==> src/rtl/pipelined_cla_subtractor.sv <==
// Two-stage pipelined subtractor D = A + ~B + 1 built from 4-bit carry look-ahead groups.
// Stage 1 resolves the lower half and the carry into the upper half; stage 2 finishes the upper half, BO and V.
module pipelined_cla_subtractor #(
  parameter int WIDTH = 32
) (
  input  logic             clk,
  input  logic             rst_n,
  input  logic             in_valid,
  output logic             in_ready,
  input  logic [WIDTH-1:0] A,
  input  logic [WIDTH-1:0] B,
  output logic             out_valid,
  input  logic             out_ready,
  output logic [WIDTH-1:0] D,
  output logic             BO,
  output logic             V
);

  localparam int H  = WIDTH / 2;
  localparam int NG = H / 4;

  // Half-width adder: group G/P per 4-bit group, every carry expanded as a sum of products.
  function automatic logic [H:0] cla_add(input logic [H-1:0] a, input logic [H-1:0] b,
                                         input logic cin);
    logic [H-1:0]  g, p, s;
    logic [NG-1:0] gg, gp;
    logic [NG:0]   gc;
    logic          c, pp;
    g = a & b;
    p = a ^ b;
    s = '0;
    for (int k = 0; k < NG; k++) begin
      gg[k] = 1'b0;
      pp    = 1'b1;
      for (int j = 3; j >= 0; j--) begin
        gg[k] = gg[k] | (pp & g[4*k+j]);
        pp    = pp & p[4*k+j];
      end
      gp[k] = pp;
    end
    for (int k = 0; k <= NG; k++) begin
      c  = 1'b0;
      pp = 1'b1;
      for (int j = k - 1; j >= 0; j--) begin
        c  = c | (pp & gg[j]);
        pp = pp & gp[j];
      end
      gc[k] = c | (pp & cin);
    end
    for (int k = 0; k < NG; k++) begin
      for (int i = 0; i < 4; i++) begin
        c  = 1'b0;
        pp = 1'b1;
        for (int j = i - 1; j >= 0; j--) begin
          c  = c | (pp & g[4*k+j]);
          pp = pp & p[4*k+j];
        end
        c          = c | (pp & gc[k]);
        s[4*k+i]   = p[4*k+i] ^ c;
      end
    end
    return {gc[NG], s};
  endfunction

  logic             adv1, adv2;
  logic [WIDTH-1:0] b_inv;
  logic [H:0]       lo_sum, hi_sum;
  logic             ovf;

  logic             s1_valid;
  logic [H-1:0]     s1_d_lo;
  logic             s1_c;
  logic [H-1:0]     s1_a_hi;
  logic [H-1:0]     s1_nb_hi;

  assign adv2     = !out_valid | out_ready;
  assign adv1     = !s1_valid | adv2;
  assign in_ready = adv1;

  // Stage 1: lower half with carry-in 1 (two's complement of B)
  assign b_inv  = ~B;
  assign lo_sum = cla_add(A[H-1:0], b_inv[H-1:0], 1'b1);

  // Stage 2: upper half driven by the registered inter-stage carry
  assign hi_sum = cla_add(s1_a_hi, s1_nb_hi, s1_c);
  assign ovf    = (s1_a_hi[H-1] ^ ~s1_nb_hi[H-1]) & (hi_sum[H-1] ^ s1_a_hi[H-1]);

  always_ff @(posedge clk or negedge rst_n) begin
    if (!rst_n) begin
      s1_valid  <= 1'b0;
      s1_d_lo   <= '0;
      s1_c      <= 1'b0;
      s1_a_hi   <= '0;
      s1_nb_hi  <= '0;
      out_valid <= 1'b0;
      D         <= '0;
      BO        <= 1'b0;
      V         <= 1'b0;
    end else begin
      if (adv1) begin
        s1_valid <= in_valid;
        if (in_valid) begin
          s1_d_lo  <= lo_sum[H-1:0];
          s1_c     <= lo_sum[H];
          s1_a_hi  <= A[WIDTH-1:H];
          s1_nb_hi <= b_inv[WIDTH-1:H];
        end
      end
      if (adv2) begin
        out_valid <= s1_valid;
        if (s1_valid) begin
          D  <= {hi_sum[H-1:0], s1_d_lo};
          BO <= ~hi_sum[H];
          V  <= ovf;
        end
      end
    end
  end

endmodule

==> config.mk <==
export PLATFORM = sky130hd
export DESIGN_NAME = pipelined_cla_subtractor
export DESIGN_NICKNAME = d
export VERILOG_FILES = /design/src/rtl/pipelined_cla_subtractor.sv
export SDC_FILE = /design/constraint.sdc
export NUM_CORES = 1
export LEC_CHECK = 0
export CAP_MARGIN = 10
export CORE_MARGIN = 4
export CORE_UTILIZATION = 30
export DETAILED_ROUTE_END_ITERATION = 10
export DONT_BUFFER_PORTS = 1
export GPL_ROUTABILITY_DRIVEN = 0
export GPL_TIMING_DRIVEN = 0
export PLACE_DENSITY_LB_ADDON = 0.25
export SYNTH_ARGS = -nofsm -noshare
export SYNTH_HDL_FRONTEND = slang
export SYNTH_SLANG_ARGS = --single-unit
==> constraint.sdc <==
create_clock -name clk -period 2.3 [get_ports clk]
set_input_delay 0.575 -clock clk [delete_from_list [all_inputs] [get_ports clk]]
set_output_delay 0.575 -clock clk [all_outputs]
set_load 0.03 [all_outputs]
==> results of run 1 <==
==> metal layers <==
metal | part of all wire | vias to the layer above | wire length, um | global-route usage
met5 | 0 | - | 0 | 0
met2 | 0.47 | 94 | 5200 | 0.226
met1 | 0.43 | 1478 | 4800 | 0.174
li1 | - | 1524 | - | -
met3 | 0.076 | 17 | 846 | 0.0540
met4 | 0.020 | 0 | 225 | 0.0463
==> state kept, by name (all words and copies together) (netlist names) <==
register,count
D,32
s1_a_hi,16
s1_d_lo,16
s1_nb_hi,16
BO,1
V,1
out_valid,1
s1_c,1
s1_valid,1
==> power by group <==
part | internal (mW) | switching, mW | leakage, nW
clock | 0.990 | 0.578 | 0.161
combinational | 0.574 | 0.662 | 1.25
sequential | 1.85 | 0.700 | 1.03
==> critical path, delay by kind of cell, from the launching register on <==
family	cells	cell delay, ps
adders and majority gates	2	860
AOI/OAI and AO/OA	3	550
DFF	1	420
and+or+nand+nor	3	390
==> placed cells by master (no fill, tap or decap), drive strengths merged, types with 3 or more instances in the layout <==
cell type  count
ha            33
nor3           4
nand3          5
fa             7
clkbuf        25
xnor2          9
o21ai         46
nor2           7
a21oi         13
and4           5
nand2b         5
o31ai          3
xor2          12
inv           34
buf           15
a31oi          3
o21bai         5
nand2        102
mux2          19
dfrtp         85
a21o           5
==> area by class of cell <==
cell class,instances,area (um2),share of cell area
buffer,15,60.1,0.0114
clock buffer,14,294,0.0560
clock inverter,2,37.5,0.00714
inverter,34,128,0.0243
multi-input combinational,304,2300,0.438
sequential,85,2130,0.405
tap,180,225,0.0429
timing repair buffer,11,82.6,0.0157
==> timing repair <==
item,in CTS,in global routing
cloned,0,0
gates resized for setup,14,11
hold endpoints to repair,85,85
setup buffers,10,1
endpoints found under the setup margin,25,34
pin swaps,8,11
==> logic make-up after synthesis <==
logic type,after synthesis,share of synthesized area
xor gates and xnor gates,21,0.0419
DFF,85,0.484
and+or+nand+nor,137,0.136
adders and majority gates,40,0.126
muxes,19,0.0487
buffers and inverters,49,0.0419
AOI/OAI and AO/OA,87,0.121
==> final timing paths <==
path	startpoint	end	slack (ps)	cells after the start
max in group asynchronous	rst_n	D[12]	2210	0
worst min register to register	s1_d_lo[6]	D[6]	470	2
min in group clk	B[31]	s1_nb_hi[15]	320	1
worst max register to register	s1_nb_hi[4]	D[28]	-30	8
worst max-delay path	s1_nb_hi[4]	D[28]	-30	8
worst min-delay path	rst_n	D[28]	-70	0
==> through the flow <==
| stage | cell area [um2] | hold WS (ps) | setup WS [ps] | instances | util |
|---|---|---|---|---|---|
| 6_report | 5250 | -71.7 | -27.9 | 645 | 0.373 |
| 5_1_grt | 5250 | -93.1 | -120 | 645 | 0.373 |
| 4_1_cts | 5210 | -85.6 | -15.5 | 644 | 0.369 |
| 3_5_place_dp | 4700 | 282 | -351 | 618 | 0.334 |
| 3_3_place_gp | 4700 | 282 | -342 | 618 | 0.334 |
| 2_1_floorplan | 4480 | 279 | -71.5 | 438 | - |
==> reports/metrics.csv, run 1 <==
metric;value;unit
drc;0;
drv_slew;0;
yosysWarnings;0;
cts_max_level;3;
clock_sinks;85;
status;finished, violations left;
io_pins;104;
die_x;129;um
ys.flop_type;dfrtp_1;
fin_tns_setup;-78.1;ps
synth_edf_count;0;
start_kind;register;
n_antenna_cell;0;
power_leakage;2.44;nW
fp.coreArea;14100;um2
drt_pass1_iterations;4;
drive_gt1_frac;0.131;
cts_tree;done;
cp_max_fo;3;
synth_fp_nets;546;
cp-end-kind;register;
clkTransAtPathRegs;60;ps
clock_latency;340;ps
synthToLayoutAreaGrowth;19.7;%
clock_skew;5.53;ps
ant_nets;0;
worst_slack;-27.9;ps
yosysMostFrequentCell;nand2_1;
vias;3113;
die_area;16600;um2
synth.avg_cell_area;10.0;um2
grt_usage;0.141;
post-route-min-period;2330;ps
yosys.area.top_type_share;0.484;
cp_cell_sequence;ha_4 > and4_1 > nand2_1 > o2111a_1 > o21ai_2 > nand2_1 > fa_2 > o21ai_2;
setup_viol;3;
timing.final.crit_share;1.01;
synthTopCellsByArea;dfrtp_1, ha_1, nand2_1, o21ai_1, mux2_1;
worst_pin_slew;610;ps
nNetsFinal;568;
root_buffer;clkbuf_16;
rows;43;
rsz0062_at_grt;true;
finalPower;5.36;mW
die_y;129;um
grt_pass1_wl;17.9;mm
nFillCells;1395;
wirelength;11.1;mm
ys_seq_area_frac;0.484;
grt_max_degree;86;
crit_required;2520;ps
async_flop_share;1.00;
maxCapViolCount;0;
initial_core_util;0.311;
slowest_stage;fa_2;
wl_per_cell;17.2;um
synth_top_cell_by_area;dfrtp_1;
grt_pass1_vias;3404;
dp.final_hpwl;8.37;mm
critPathKind;register to register;
viasPerCell;4.83;
gr-total-overflow;0;
cts_buffers;9;
power_density;1020;nW/um2
fin_hold_ws;-71.7;ps
io_buffers;0;
hold_viol;85;
antenna_found_initial;0;
syn_area;4390;um2
cp.arrival;2540;ps
drt_iter0_drc;125;
violations;hold timing, setup timing;
slew-limit-headroom;0.593;
ys_seq_elements;85;
fmax;430;MHz
hp-class;input port to asynchronous set/reset pin;
peakVddDrop;363;uV
clockBufferDepth;2;
cpPeakStageDelay;570;ps
ys_top_cells_by_count;nand2_1, dfrtp_1, o21ai_1;
synth_cells;438;
ys_types;42;
Power figures use the tool's default switching activity.
==> run 2: changes to the inputs <==
--- a/config.mk
+++ b/config.mk
@@ -8,6 +8,7 @@
 export CAP_MARGIN = 10
 export CORE_MARGIN = 4
 export CORE_UTILIZATION = 30
+export CTS_CLUSTER_SIZE = 14
 export DETAILED_ROUTE_END_ITERATION = 10
 export DONT_BUFFER_PORTS = 1
 export GPL_ROUTABILITY_DRIVEN = 0
==> results of run 2 <==
Final layout, timing and power as in run 1 (identical DEF).
==> run 3: changes to the inputs <==
--- a/config.mk
+++ b/config.mk
@@ -14,6 +14,7 @@
 export GPL_ROUTABILITY_DRIVEN = 0
 export GPL_TIMING_DRIVEN = 0
 export PLACE_DENSITY_LB_ADDON = 0.25
+export REMOVE_ABC_BUFFERS = 1
 export SYNTH_ARGS = -nofsm -noshare
 export SYNTH_HDL_FRONTEND = slang
 export SYNTH_SLANG_ARGS = --single-unit
==> run 3 against run 2 <==
Compared with the run above: the run ends with hold timing left; cell area is 2.0% lower; critical path depth is the same; largest cell class unchanged; worst setup slack better by 49 ps; highest routed layer unchanged; combinational power fell by 8%; hold slack improved by 6.0 ps; first-iteration DRC count decreased by 46%; global-route usage fell by 2.1 points; non-clock buffer count decreased by 12; die area did not move; register-to-register slack better by 50 ps; clock-buffer cell count is 4 lower; critical path type unchanged; clock skew increased by 3.2 ps.
==> reports/metrics.csv, run 3 (synthesis results as in run 1) <==
metric;value;unit;change
initial_core_util;0.311;;unchanged
top_usage_layer;met2;;
final_cell_mix;nand2_1, dfrtp_1, o21ai_1;;
die_y;129;um;unchanged
cp-end-kind;register;;
gr-usage-met1;0.143;;-0.0310
reg2reg_from;s1_nb_hi[0];;
cp_top_family;compound AO/OA/AOI/OAI gates;;
die_x;129;um;unchanged
placed_cells;604;;-2.3%
utilization;0.365;;-0.00728
drc;0;;unchanged
rrSetupSlack;20;ps;+50 ps
nFillCells;1425;;+2.2%
worstReg2RegEnd;D[28];;
nNetsFinal;556;;-2.1%
power_density;1010;nW/um2;-0.98%
vias;2966;;-4.7%
violations;hold timing;;
cp_cell_sequence;ha_1 > a211o_1 > a21oi_4 > o2111a_2 > o21ai_4 > nand2_2 > fa_2 > o21ai_2;;
fmax;439;MHz;+2.1%
critPathKind;register to register;;
top_register;D;;
io_pins;104;;unchanged
crit_end;D[28];;
clockBufferDepth;2;;unchanged
status;finished, violations left;;
power_frac_seq;0.492;;+0.015
drv_slew;0;;unchanged
mostFrequentLayoutCell;nand2_1;;
multi_input_area;2240;um2;-2.4%
regArea;2130;um2;unchanged
rsz0062_at_grt;true;;
wl_per_cell;14.8;um;-14%
combPwrFrac;0.220;;-0.011
cts_tree;done;;
clock_latency;340;ps;about the same
synthToLayoutAreaGrowth;17.3;%;
cpPeakStageDelay;430;ps;-140 ps
cp-startpoint;s1_nb_hi[0];;
setup_viol;0;;-3
power_report.internal_total;3.27;mW;-4.2%
use_met2;0.188;;-0.0375
clock_skew;8.72;ps;+3.19 ps
rr_worst_depth;8;;unchanged
gr-total-overflow;0;;unchanged
grt_pass1_vias;3186;;-6.4%
wirelength;9.37;mm;-15%
drive_gt1_frac;0.130;;-0.000940
die_area;16600;um2;unchanged
viasPerCell;4.69;;-2.9%
grt_max_degree;86;;unchanged
maxCapViolCount;0;;unchanged
grt_pass1_wl;15.6;mm;-13%
crit_buf_inv;0;;unchanged
grt_usage;0.119;;-0.0211
layout.cells.non_filler;633;;-1.9%
drt_pass1_iterations;4;;unchanged
power_switching;1.93;mW;-0.74%
timing.final.crit_share;0.991;;-0.0211
peakVddDrop;324;uV;-11%
path_depth;8;;unchanged
drt_iter0_drc;67;;-46%
fp.coreArea;14100;um2;unchanged
power_leakage;2.41;nW;-1.1%
largest_reg_flops;32;;unchanged
post-route-min-period;2280;ps;-48.6 ps
start_kind;register;;
worst_pin_slew;697;ps;+87.6 ps
hold_viol;85;;unchanged
clock_sinks;85;;unchanged
grt.met3_usage;0.0614;;+0.00747
slew-limit-headroom;0.535;;-0.0584
cts_max_level;3;;unchanged
ant_nets;0;;unchanged
rows;43;;unchanged
clkTransAtPathRegs;70;ps;about the same
cts_buffers;9;;unchanged
fin_hold_ws;-65.7;ps;+5.97 ps
fin_tns_setup;0;ps;+78.1 ps
slowest_stage;fa_2;;
dp.final_hpwl;6.70;mm;-20%
cp.arrival;2550;ps;about the same
crit_required;2570;ps;+50 ps
root_buffer;clkbuf_16;;
swShare;0.370;;+0.00813
hp-class;input port to asynchronous set/reset pin;;
n_antenna_cell;0;;unchanged
antenna_found_initial;0;;unchanged
finalPower;5.20;mW;-2.9%
io_buffers;0;;unchanged
cp_max_fo;3;;unchanged
p_clk_frac;0.288;;-0.005
[run 3: layer usage]
layer  part of all wire  vias to the layer above
met5                  0                        -
met1               0.43                     1377
met4              0.012                        0
met3              0.095                        7
li1                   -                     1503
met2               0.46                       79
[run 3: cell type report]
class	instances	area share
tap	180	0.0437
timing repair buffer	14	0.0228
sequential	85	0.413
inverter	34	0.0248
clock inverter	6	0.0136
multi-input combinational	304	0.436
clock buffer	10	0.0464
[run 3: worst reg2reg max path, stage by stage (launching register included)]
cell and delay (ps):
dfrtp_1 400, ha_1 320, a211o_1 310, a21oi_4 200
o2111a_2 250, o21ai_4 90, nand2_2 90, fa_2 430
o21ai_2 110
[run 3: how the worst min path moves through the flow]
stage | start | endpoint | slack [ps] | cells past startpoint
2_1_floorplan | rst_n | BO | 280 | 0
3_3_place_gp | rst_n | D[24] | 280 | 0
3_5_place_dp | rst_n | s1_a_hi[9] | 280 | 0
4_1_cts | rst_n | s1_a_hi[7] | -90 | 0
5_1_grt | rst_n | D[16] | -90 | 0
6_report | rst_n | out_valid | -70 | 0
[run 3: power by group through the flow]
stage	Combinational, mW	Sequential [mW]	Clock [mW]
floorplan	0.824	2.49	0
global placement	0.992	2.59	0
detailed placement	1.02	2.59	0
CTS	1.08	2.57	1.56
global route	1.33	2.63	1.62
finish	1.14	2.56	1.50
[run 3: repair_timing]
action	CTS	global route
resized for setup	11	15
endpoints found under the setup margin	30	12
pin swaps	10	15
buffers inserted	5	8
endpoints found under the hold margin	85	85
[run 3: metrics by stage]
step                      area (um2)  worst slack, ps
after detailed placement        4590             -442
final                           5150             20.7
after CTS                       5000            -22.3
after global routing            5150            -62.3
after global placement          4560            -1340
after floorplan                 4330             -658
